## config.mk

```make
export PLATFORM = sky130hd
export DESIGN_NAME = vga_sync_param
export DESIGN_NICKNAME = d
export VERILOG_FILES = /design/src/rtl/vga_sync_param.sv
export SDC_FILE = /design/constraint.sdc
export NUM_CORES = 1
export LEC_CHECK = 0
export CAP_MARGIN = 20
export CELL_PAD_IN_SITES_DETAIL_PLACEMENT = 0
export CELL_PAD_IN_SITES_GLOBAL_PLACEMENT = 1
export CORE_ASPECT_RATIO = 0.6
export CORE_UTILIZATION = 40
export CTS_CLUSTER_SIZE = 24
export DETAILED_ROUTE_END_ITERATION = 10
export HOLD_SLACK_MARGIN = 0.06
export PLACE_DENSITY = 0.83
export SLEW_MARGIN = 20
export SYNTH_ARGS = -nofsm -noshare
export SYNTH_HDL_FRONTEND = slang
export SYNTH_SLANG_ARGS = --single-unit
```

## constraint.sdc

```tcl
create_clock -name reloj_nexys -period 3.58 [get_ports reloj_nexys]
set_input_delay 0.358 -clock reloj_nexys [delete_from_list [all_inputs] [get_ports reloj_nexys]]
set_output_delay 0.358 -clock reloj_nexys [all_outputs]
set_load 0.01 [all_outputs]
```

## src/rtl/vga_sync_param.sv

```systemverilog
// Parametrised VGA timing generator: pixel-tick divider, x/y counters, registered sync/video decode.
// Defining VGA_FRAME_CNT_EN adds an 8-bit frame counter output (frame_cnt).
module vga_sync_param #(
  parameter int H_ACTIVE = 640,
  parameter int H_FP     = 16,
  parameter int H_SYNC   = 96,
  parameter int H_BP     = 48,
  parameter int V_ACTIVE = 480,
  parameter int V_FP     = 10,
  parameter int V_SYNC   = 2,
  parameter int V_BP     = 33,
  parameter int CLK_DIV  = 4,
  parameter bit HS_POL   = 1'b0,
  parameter bit VS_POL   = 1'b0,
  parameter int XW       = 10,
  parameter int YW       = 10
) (
  input  logic          reloj_nexys,
  input  logic          reset_total,
  input  logic          enable,
  output logic          pix_tick,
  output logic [XW-1:0] x_p,
  output logic [YW-1:0] y_p,
  output logic          hsync,
  output logic          vsync,
  output logic          ON_VID,
  output logic          line_start,
`ifdef VGA_FRAME_CNT_EN
  output logic          frame_start,
  output logic [7:0]    frame_cnt
`else
  output logic          frame_start
`endif
);

  localparam int H_TOTAL = H_ACTIVE + H_FP + H_SYNC + H_BP;
  localparam int V_TOTAL = V_ACTIVE + V_FP + V_SYNC + V_BP;

  localparam logic [XW-1:0] H_LAST   = XW'(H_TOTAL - 1);
  localparam logic [YW-1:0] V_LAST   = YW'(V_TOTAL - 1);
  localparam logic [3:0]    DIV_LAST = 4'(CLK_DIV - 1);

  localparam logic [31:0] H_ACT_END = 32'(H_ACTIVE);
  localparam logic [31:0] HS_START  = 32'(H_ACTIVE + H_FP);
  localparam logic [31:0] HS_END    = 32'(H_ACTIVE + H_FP + H_SYNC);
  localparam logic [31:0] V_ACT_END = 32'(V_ACTIVE);
  localparam logic [31:0] VS_START  = 32'(V_ACTIVE + V_FP);
  localparam logic [31:0] VS_END    = 32'(V_ACTIVE + V_FP + V_SYNC);

  if (CLK_DIV < 2 || CLK_DIV > 16) begin : g_bad_div
    $error("vga_sync_param: CLK_DIV must be in 2..16");
  end
  if (H_TOTAL > (1 << XW) || V_TOTAL > (1 << YW)) begin : g_bad_width
    $error("vga_sync_param: H_TOTAL/V_TOTAL do not fit XW/YW");
  end

  logic [3:0]    r_div_cnt;
  logic          r_pix_tick;
  logic [XW-1:0] r_x;
  logic [YW-1:0] r_y;
  logic          r_hsync;
  logic          r_vsync;
  logic          r_on_vid;
  logic          r_line_start;
  logic          r_frame_start;
`ifdef VGA_FRAME_CNT_EN
  logic [7:0]    r_frame_cnt;
`endif

  logic [31:0] w_x32;
  logic [31:0] w_y32;
  logic        w_on_vid;
  logic        w_hs_act;
  logic        w_vs_act;

  // Decode looks at the counters as they stand now, so outputs trail x_p/y_p by one clock.
  assign w_x32    = 32'(r_x);
  assign w_y32    = 32'(r_y);
  assign w_on_vid = (w_x32 < H_ACT_END) && (w_y32 < V_ACT_END);
  assign w_hs_act = (w_x32 >= HS_START) && (w_x32 < HS_END);
  assign w_vs_act = (w_y32 >= VS_START) && (w_y32 < VS_END);

  always_ff @(posedge reloj_nexys) begin
    if (reset_total) begin
      r_div_cnt     <= '0;
      r_pix_tick    <= 1'b0;
      r_x           <= '0;
      r_y           <= '0;
      r_hsync       <= ~HS_POL;
      r_vsync       <= ~VS_POL;
      r_on_vid      <= 1'b0;
      r_line_start  <= 1'b0;
      r_frame_start <= 1'b0;
`ifdef VGA_FRAME_CNT_EN
      r_frame_cnt   <= '0;
`endif
    end else begin
      r_line_start  <= 1'b0;
      r_frame_start <= 1'b0;
      if (enable) begin
        if (r_div_cnt == DIV_LAST) begin
          r_div_cnt  <= '0;
          r_pix_tick <= 1'b1;
        end else begin
          r_div_cnt  <= r_div_cnt + 4'd1;
          r_pix_tick <= 1'b0;
        end
        // A tick is only consumed while enabled so the counters freeze completely.
        if (r_pix_tick) begin
          if (r_x == H_LAST) begin
            r_x          <= '0;
            r_line_start <= 1'b1;
            if (r_y == V_LAST) begin
              r_y           <= '0;
              r_frame_start <= 1'b1;
`ifdef VGA_FRAME_CNT_EN
              r_frame_cnt   <= r_frame_cnt + 8'd1;
`endif
            end else begin
              r_y <= r_y + 1'b1;
            end
          end else begin
            r_x <= r_x + 1'b1;
          end
        end
      end else begin
        r_pix_tick <= 1'b0;
      end
      r_on_vid <= w_on_vid;
      r_hsync  <= w_hs_act ? HS_POL : ~HS_POL;
      r_vsync  <= w_vs_act ? VS_POL : ~VS_POL;
    end
  end

  assign pix_tick    = r_pix_tick;
  assign x_p         = r_x;
  assign y_p         = r_y;
  assign hsync       = r_hsync;
  assign vsync       = r_vsync;
  assign ON_VID      = r_on_vid;
  assign line_start  = r_line_start;
  assign frame_start = r_frame_start;
`ifdef VGA_FRAME_CNT_EN
  assign frame_cnt   = r_frame_cnt;
`endif

endmodule

```

# Yosys cells after proc, flatten, opt, wreduce, memory -nomap -nowiden
# Cells that the tools add are included.
[totals]
regBits = 30
in_bits = 3
elab_cells = 40
[classes]
bitwise_logic = 3
n_eq_ne = 3
order_cmp = 6
add_sub_neg = 3
n_reduce_logical = 8
n_mux = 8
[ops]
columns = ["cell", "count"]
rows = [
  ["adder 10 x 1 -> 10 bit (second input constant)", 2],
  ["equality test 10 bit (second input constant)", 2],
  ["< comparator 10 bit (second input constant)", 2],
  ["< comparator 10 x 9 -> 1 bit (second input constant)", 2],
  ["2-to-1 mux 10 bit", 2],
  [">= comparator 10 bit (second input constant)", 1],
  [">= comparator 10 x 9 -> 1 bit (second input constant)", 1],
  ["2-to-1 mux 1 bit", 5],
  ["adder 4 x 1 -> 4 bit (second input constant)", 1],
  ["equality test 4 x 2 -> 1 bit (second input constant)", 1],
  ["2-to-1 mux 4 bit", 1],
  ["OR reduction 4 bit", 1],
  ["logical AND 1 bit", 3],
  ["NOT 1 bit", 3],
  ["AND reduction 3 bit", 1],
  ["OR reduction 3 bit", 1],
  ["AND reduction 2 bit", 1],
  ["OR reduction 2 bit", 1],
]

# Longest topological paths before layout
# Gate-level depths: netlist (run 1).
[logic_depth]
depth_word = 3
ltp_mapped = 6

# Worst setup path after synthesis (run 1)
# No wires, ideal clock.
[synth_path]
path_type = "reg-to-reg"
from = "register r_x[1], in the netlist x_p[1]"
to = "register r_y[5], in the netlist y_p[5]"
stages_incl_launch_ff = 7
t_required_ns = 3.510
arrival_ns = 1.840
path_slack_ns = 1.670
n_path_buf = 1
setup_time_ns = 0.070
period_less_slack_ns = 1.910
path_cell_list = "dfxtp_1 > ha_1 > nand3_1 > or4_4 > buf_6 > or3_1 > a21oi_1"
[synth_via]
elab_chain_len = 2
[synth_lines]
columns = ["item", "line_no", "text"]
rows = [
  ["start: declaration", "59", "logic [XW-1:0] r_x;"],
  ["start signal: assignment", "123", "r_x <= r_x + 1'b1;"],
  ["equality test 10 bit", "110", "if (r_x == H_LAST) begin"],
  ["AND reduction 3 bit (no source line)", "n/a", ""],
  ["end signal: assignment", "120", "r_y <= r_y + 1'b1;"],
  ["end: declaration", "60", "logic [YW-1:0] r_y;"],
]
# Every way passes these cells.
# A chain may end at the register's enable or synchronous reset.

# Final worst setup path (run 1)
[layout_path]
from = "input enable"
to = "register r_y[4], in the netlist y_p[4]"
[layout_via]
elab_chain_len = 1
[layout_lines]
columns = ["item", "line_no", "text"]
rows = [
  ["start: declaration", "20", "input logic enable,"],
  ["AND reduction 3 bit (no source line)", "n/a", ""],
]
# Every way passes these cells.

==> results.cfg, run 1 <==
[outcome]
outcome = complete, no violations

[critical_path]
end_kind = register
arrival_ns = 2.60
r2r_cells = 5
cp-start-kind = primary input
crit_required_ns = 3.79
worstSetupPathType = in2reg
crit_fanout = 21
critPathBufInv = 1
crit_cells = 5
crit_start = enable
r2r_start = x_p[1]$_SDFFE_PP0P_
r2r-end = y_p[4]$_SDFFE_PP0P_
critical_path.top_delay_family = simple AND/OR/NAND/NOR gates
cp_slowest_cell = or4_4
crit_chain = clkdlybuf4s50_1 -> nand3_1 -> or4_4 -> or4_1 -> a21oi_1
regToRegSetupSlack_ns = 1.43
critical-path-max-stage-delay_ns = 0.69

[hold_path]
hold_depth = 1
hold_start = y_p[1]$_SDFFE_PP0P_
worstHoldPathType = reg2reg
min_to = vsync$_SDFF_PP1_

[job]
cap_violations = 0

[synth]
synth_nets = 162
synth.distinct_cells = 36
yosysTopAreaCellShare_pct = 44.2
ys_ff_latch = 30
yosysWarnings = 0
synth_area_leaders = dfxtp_1 44%, xnor2_1 5.8%, nor2_1 4.7%
ys.flop_type = dfxtp_1
netlist_instances = 154
syn_area_per_cell_um2 = 8.82
yosysSeqAreaShare_pct = 44.2
synth_top_area_cell = dfxtp_1
synth-async-reset-ratio_pct = 0
synth_edf_count = 0
netlist_area_um2 = 1360

[clock_tree]
path_clk_slew_ns = 0.06
ctsHoldBuffers = 0
postCtsSetupRepairBufs = 0
cts_root_buf = clkbuf_8
cts.sinks = 30
clk_latency_ns = 0.28
cts_tree = built
cts_max_path_buffers = 2
cts-htree-levels = 2
cts_resized = 0
cts_made_buffers = 5

[placement]
dp_hpwl_mm = 2.15
port_buffers = 28
place.gp.congestion = 0.768

[power]
ir_drop_v = 0.000207
cellLeakagePower_uw = 0.000558
p_per_area_nw_per_um2 = 347

[finish]
nets = 193
drive_above_1_share_pct = 4.86
antenna_cells = 0
post-route-util_pct = 57.2
syn_to_final_growth_pct = 28.1
nFillCells = 276
final_common_cell = dfxtp_1
layout_common_cells = 30 x dfxtp_1, 28 x clkdlybuf4s50_1, 17 x nor2_1

[route]
wl_per_cell_um = 12.8
drtAntennaViolNets = 0
drc = 0
drtIter0Drc = 116
dr.pass1.iters = 4
vias_per_cell = 5.16
vias = 1172
wl_mm = 2.91

[die]
die_area_um2 = 3640
die_h_um = 47.1
die_w_um = 77.2
core_area_um2 = 3040
ios = 29
num_rows = 15
initial_core_util_pct = 44.7

[global_route]
first_global_vias = 1001
antenna_found_initial = 0
grt_usage_pct = 18.2
gr-total-overflow = 0
grt_pass1_wl_mm = 4.77
grt_max_degree = 22

[timing]
max-slew-margin-rel_pct = 61.4
finalHoldViolCount = 0
slew_viol_final = 0
setup_viol = 0
clock.fmax_mhz = 418
rsz0062_at_grt = false
final.setup_skew_ns = 0.00339
fin_crit_ns = 2.39
worst_slew_pin_slew_ns = 0.578
tns_ns = 0
post-route-period-util_pct = 66.9
## layer usage
layer	global-route usage [%]	wire, um	part of all wire, %
met1	26.0	1530	52
met2	23.9	1180	41
met3	7.77	164	5.6
met4	6.79	36	1.2
met5	0	0	0
## flip-flops by register name, summed over array words and instances (netlist names)
| signal | cells |
|---|---|
| x_p | 10 |
| y_p | 10 |
| r_div_cnt | 4 |
| ON_VID | 1 |
| frame_start | 1 |
| hsync | 1 |
| line_start | 1 |
| pix_tick | 1 |
| vsync | 1 |
## cells in the mapped netlist, types with 2 or more instances
library cell and n:
o31ai_1 2, nor3_1 5, inv_1 9, a21oi_1 11, ha_1 5, nand2_1 8, xnor2_1 9, and3_1 2
dfxtp_1 30, nand4_1 4, nor4bb_1 2, o21ai_0 8, nor4_1 3, xor2_1 2, nor4b_1 2, or3_1 7
and2_1 2, nand3_1 9, nor2_1 17
## area by class of cell
cell class | count | area (um^2) | share of cell area [%]
Clock buffer | 7 | 76.3 | 4.39
Inverter | 9 | 33.8 | 1.94
Multi-Input combinational cell | 111 | 697 | 40.0
Sequential cell | 30 | 601 | 34.5
Tap cell | 42 | 52.6 | 3.02
Timing Repair Buffer | 28 | 280 | 16.1
## worst max path at each step
stage                          end  slack, ns
3_5_place_dp   y_p[4]$_SDFFE_PP0P_       0.93
2_1_floorplan  y_p[5]$_SDFFE_PP0P_       1.67
4_1_cts        y_p[4]$_SDFFE_PP0P_       1.22
6_report       y_p[4]$_SDFFE_PP0P_       1.19
5_1_grt        y_p[4]$_SDFFE_PP0P_       1.10
3_3_place_gp   y_p[4]$_SDFFE_PP0P_       1.01
## stage by stage
stage	std cells	setup WS [ns]	power (uW)	instance area, um^2	hold slack, ns
3_3_place_gp	220	1.01	362	1660	0.484
3_5_place_dp	220	0.928	363	1660	0.488
6_report	227	1.19	604	1740	0.499
4_1_cts	227	1.22	612	1740	0.510
5_1_grt	227	1.10	634	1740	0.536
2_1_floorplan	154	1.67	356	1360	0.435
## worst register-to-register path, stage by stage, from the launching register on
cell and delay, ns:
dfxtp_1 0.39, ha_1 0.19, nand3_1 0.15, or4_4 0.69, or4_1 0.51, a21oi_1 0.16
## cells by family (layout without fill, tap and decap cells)
| group | count (synthesis) | after routing | synth area share (%) |
|---|---|---|---|
| and+or+nand+nor | 70 | 70 | 28.5 |
| adders and majority gates | 5 | 5 | 4.60 |
| AOI/OAI and AO/OA | 23 | 23 | 9.48 |
| muxes | 2 | 2 | 1.57 |
| xor gates and xnor gates | 11 | 11 | 7.09 |
| buffers and inverters | 13 | 44 | 4.51 |
| DFF | 30 | 30 | 44.2 |
## report_power, final
group	switching (uW)	internal [uW]
logic	9.91	7.41
clock network	115	133
registers	1.52	336
Note: power is estimated with default switching activity, not from simulation.
==> inputs of run 2 (changes only) <==
CORE_UTILIZATION = 33   (was 40)
PLACE_DENSITY = 0.74   (was 0.83)
clock period = 2.1 ns   (was 3.58 ns; I/O delays follow)
==> run 2 against run 1 <==
- power is 79% higher
- design area increased by 5.6%
- via count increased by 4.5%
- clock power is 88% higher
- wire length up 8.0%
- global-route usage down 3.0 points
- worst setup slack worse by 1.0 ns
- clock skew up 0.0055 ns
- critical path type is now reg2reg
- largest power group unchanged
- highest routed layer unchanged
==> results.cfg, run 2 (synthesized netlist as in run 1, its figures left out) <==
[finish]
nFillCells = 357
layout_common_cells = 29 x dfxtp_1, 28 x clkdlybuf4s50_1, 17 x nor2_1
antenna_cells = 0
final_common_cell = dfxtp_1
seq_area_um2 = 602
multi_input_area_um2 = 697
nets = 203
syn_to_final_growth_pct = 35.3
drive_above_1_share_pct = 11.2
layout.cells.non_filler = 243

[timing]
fin_crit_ns = 1.96
worst_slew_pin_slew_ns = 0.446
setup_viol = 0
max-slew-margin-rel_pct = 70.0
finalHoldViolCount = 0
slew_viol_final = 0
post-route-period-util_pct = 93.4
rsz0062_at_grt = false
clock.fmax_mhz = 510
final.setup_skew_ns = 0.00891

[clock_tree]
cts.sinks = 30
cts_tree = built
cts_root_buf = clkbuf_8
clk_latency_ns = 0.27
path_clk_slew_ns = 0.06
cts-htree-levels = 2
postCtsSetupRepairBufs = 0
cts_max_path_buffers = 2
cts_made_buffers = 5

[critical_path]
cp-start-kind = register
cp_slowest_cell = or4_4
end_kind = register
critical-path-max-stage-delay_ns = 0.62
arrival_ns = 2.16
crit_required_ns = 2.30
worstSetupPathType = reg2reg
crit_fanout = 15
crit_chain = ha_1 -> nand3_1 -> or4_4 -> or4_1 -> a21oi_1

[global_route]
gr-total-overflow = 0
first_global_vias = 1061
busiest_layer = met2
antenna_found_initial = 0
use_met2_pct = 22.4
grt_max_degree = 16
grt_util_met3_pct = 5.87
grt_pass1_wl_mm = 4.95
grt_usage_pct = 15.2
use_met1_pct = 20.2

[power]
cellLeakagePower_uw = 0.000615
p_per_area_nw_per_um2 = 588
power_uw = 1080
ir_drop_v = 0.000317

[route]
vias_per_cell = 5.04
drc = 0
drtAntennaViolNets = 0
dr.pass1.iters = 6
drtIter0Drc = 54
wl_mm = 3.14
vias = 1225
wl_per_cell_um = 12.9

[placement]
dp_hpwl_mm = 2.38
place.gp.congestion = 0.813
place_inst = 235
port_buffers = 28

[outcome]
outcome = complete, no violations

[die]
die_area_um2 = 4390
core_area_um2 = 3810
die_h_um = 51.7
die_w_um = 84.8
ios = 29
initial_core_util_pct = 35.7
num_rows = 17

[hold_path]
worstHoldPathType = reg2reg

[job]
cap_violations = 0
## run 2: cell count changes in the layout (fill, tap and decap cells not counted), sizes merged
cell,previous run,this run
clkinv,0,1
buf,0,10
## run 2: what timing repair did
item	in CTS	in global routing
hold buffers	0	0
setup endpoints to repair	0	1
gates resized for setup	0	1
## run 2: metrics by stage
step	TNS, ns	area, um^2	util (%)	setup WS, ns	hold WS (ns)
6_report	0	1840	48.3	0.138	0.518
5_1_grt	0	1840	48.3	0.0391	0.538
4_1_cts	0	1840	48.2	0.0942	0.509
3_5_place_dp	-0.0671	1750	45.8	-0.0430	0.494
3_3_place_gp	-0.0305	1750	45.8	-0.0229	0.482
2_1_floorplan	0	1360	-	0.190	0.287
## run 2: where the power goes
part           total, uW  leakage, uW  switching (uW)  internal, uW
combinational       35.5     0.000324            18.2          17.2
clock                469    0.0000482             205           264
sequential           576     0.000243            2.86           573
total               1080     0.000615             226           854
## run 2: worst paths after layout
check / end / cells past startpoint / slack [ns] / from
worst max-delay path: y_p[4]$_SDFFE_PP0P_ / 5 / 0.14 / x_p[0]$_SDFFE_PP0P_
worst min-delay path: pix_tick$_SDFF_PP0_ / 1 / 0.52 / r_div_cnt[3]$_SDFFE_PP0P_
worst min register to register: pix_tick$_SDFF_PP0_ / 1 / 0.52 / r_div_cnt[3]$_SDFFE_PP0P_
worst max register to register: y_p[4]$_SDFFE_PP0P_ / 5 / 0.14 / x_p[0]$_SDFFE_PP0P_
## run 2: per-layer routing
layer / routed length, um / vias up / share of wire [%]
met4: 14 / 0 / 0.45
met3: 176 / 2 / 5.6
li1: - / 622 / -
met5: 0 / - / 0
met1: 1610 / 575 / 51
met2: 1340 / 26 / 43
## run 2: final cells by class
cell class	instances	area share [%]
multi-input combinational	111	37.9
sequential	30	32.7
timing repair buffer	38	19.3
clock buffer	7	4.70
tap	47	3.20
inverter	9	1.84
clock inverter	1	0.272
## run 2: worst max-delay path: cells and delay by family, from the launching register on
family          cells  cell delay (ns)
simple gates        3             1.21
flops               1             0.36
compound gates      1             0.15
fa+ha+maj           1             0.17
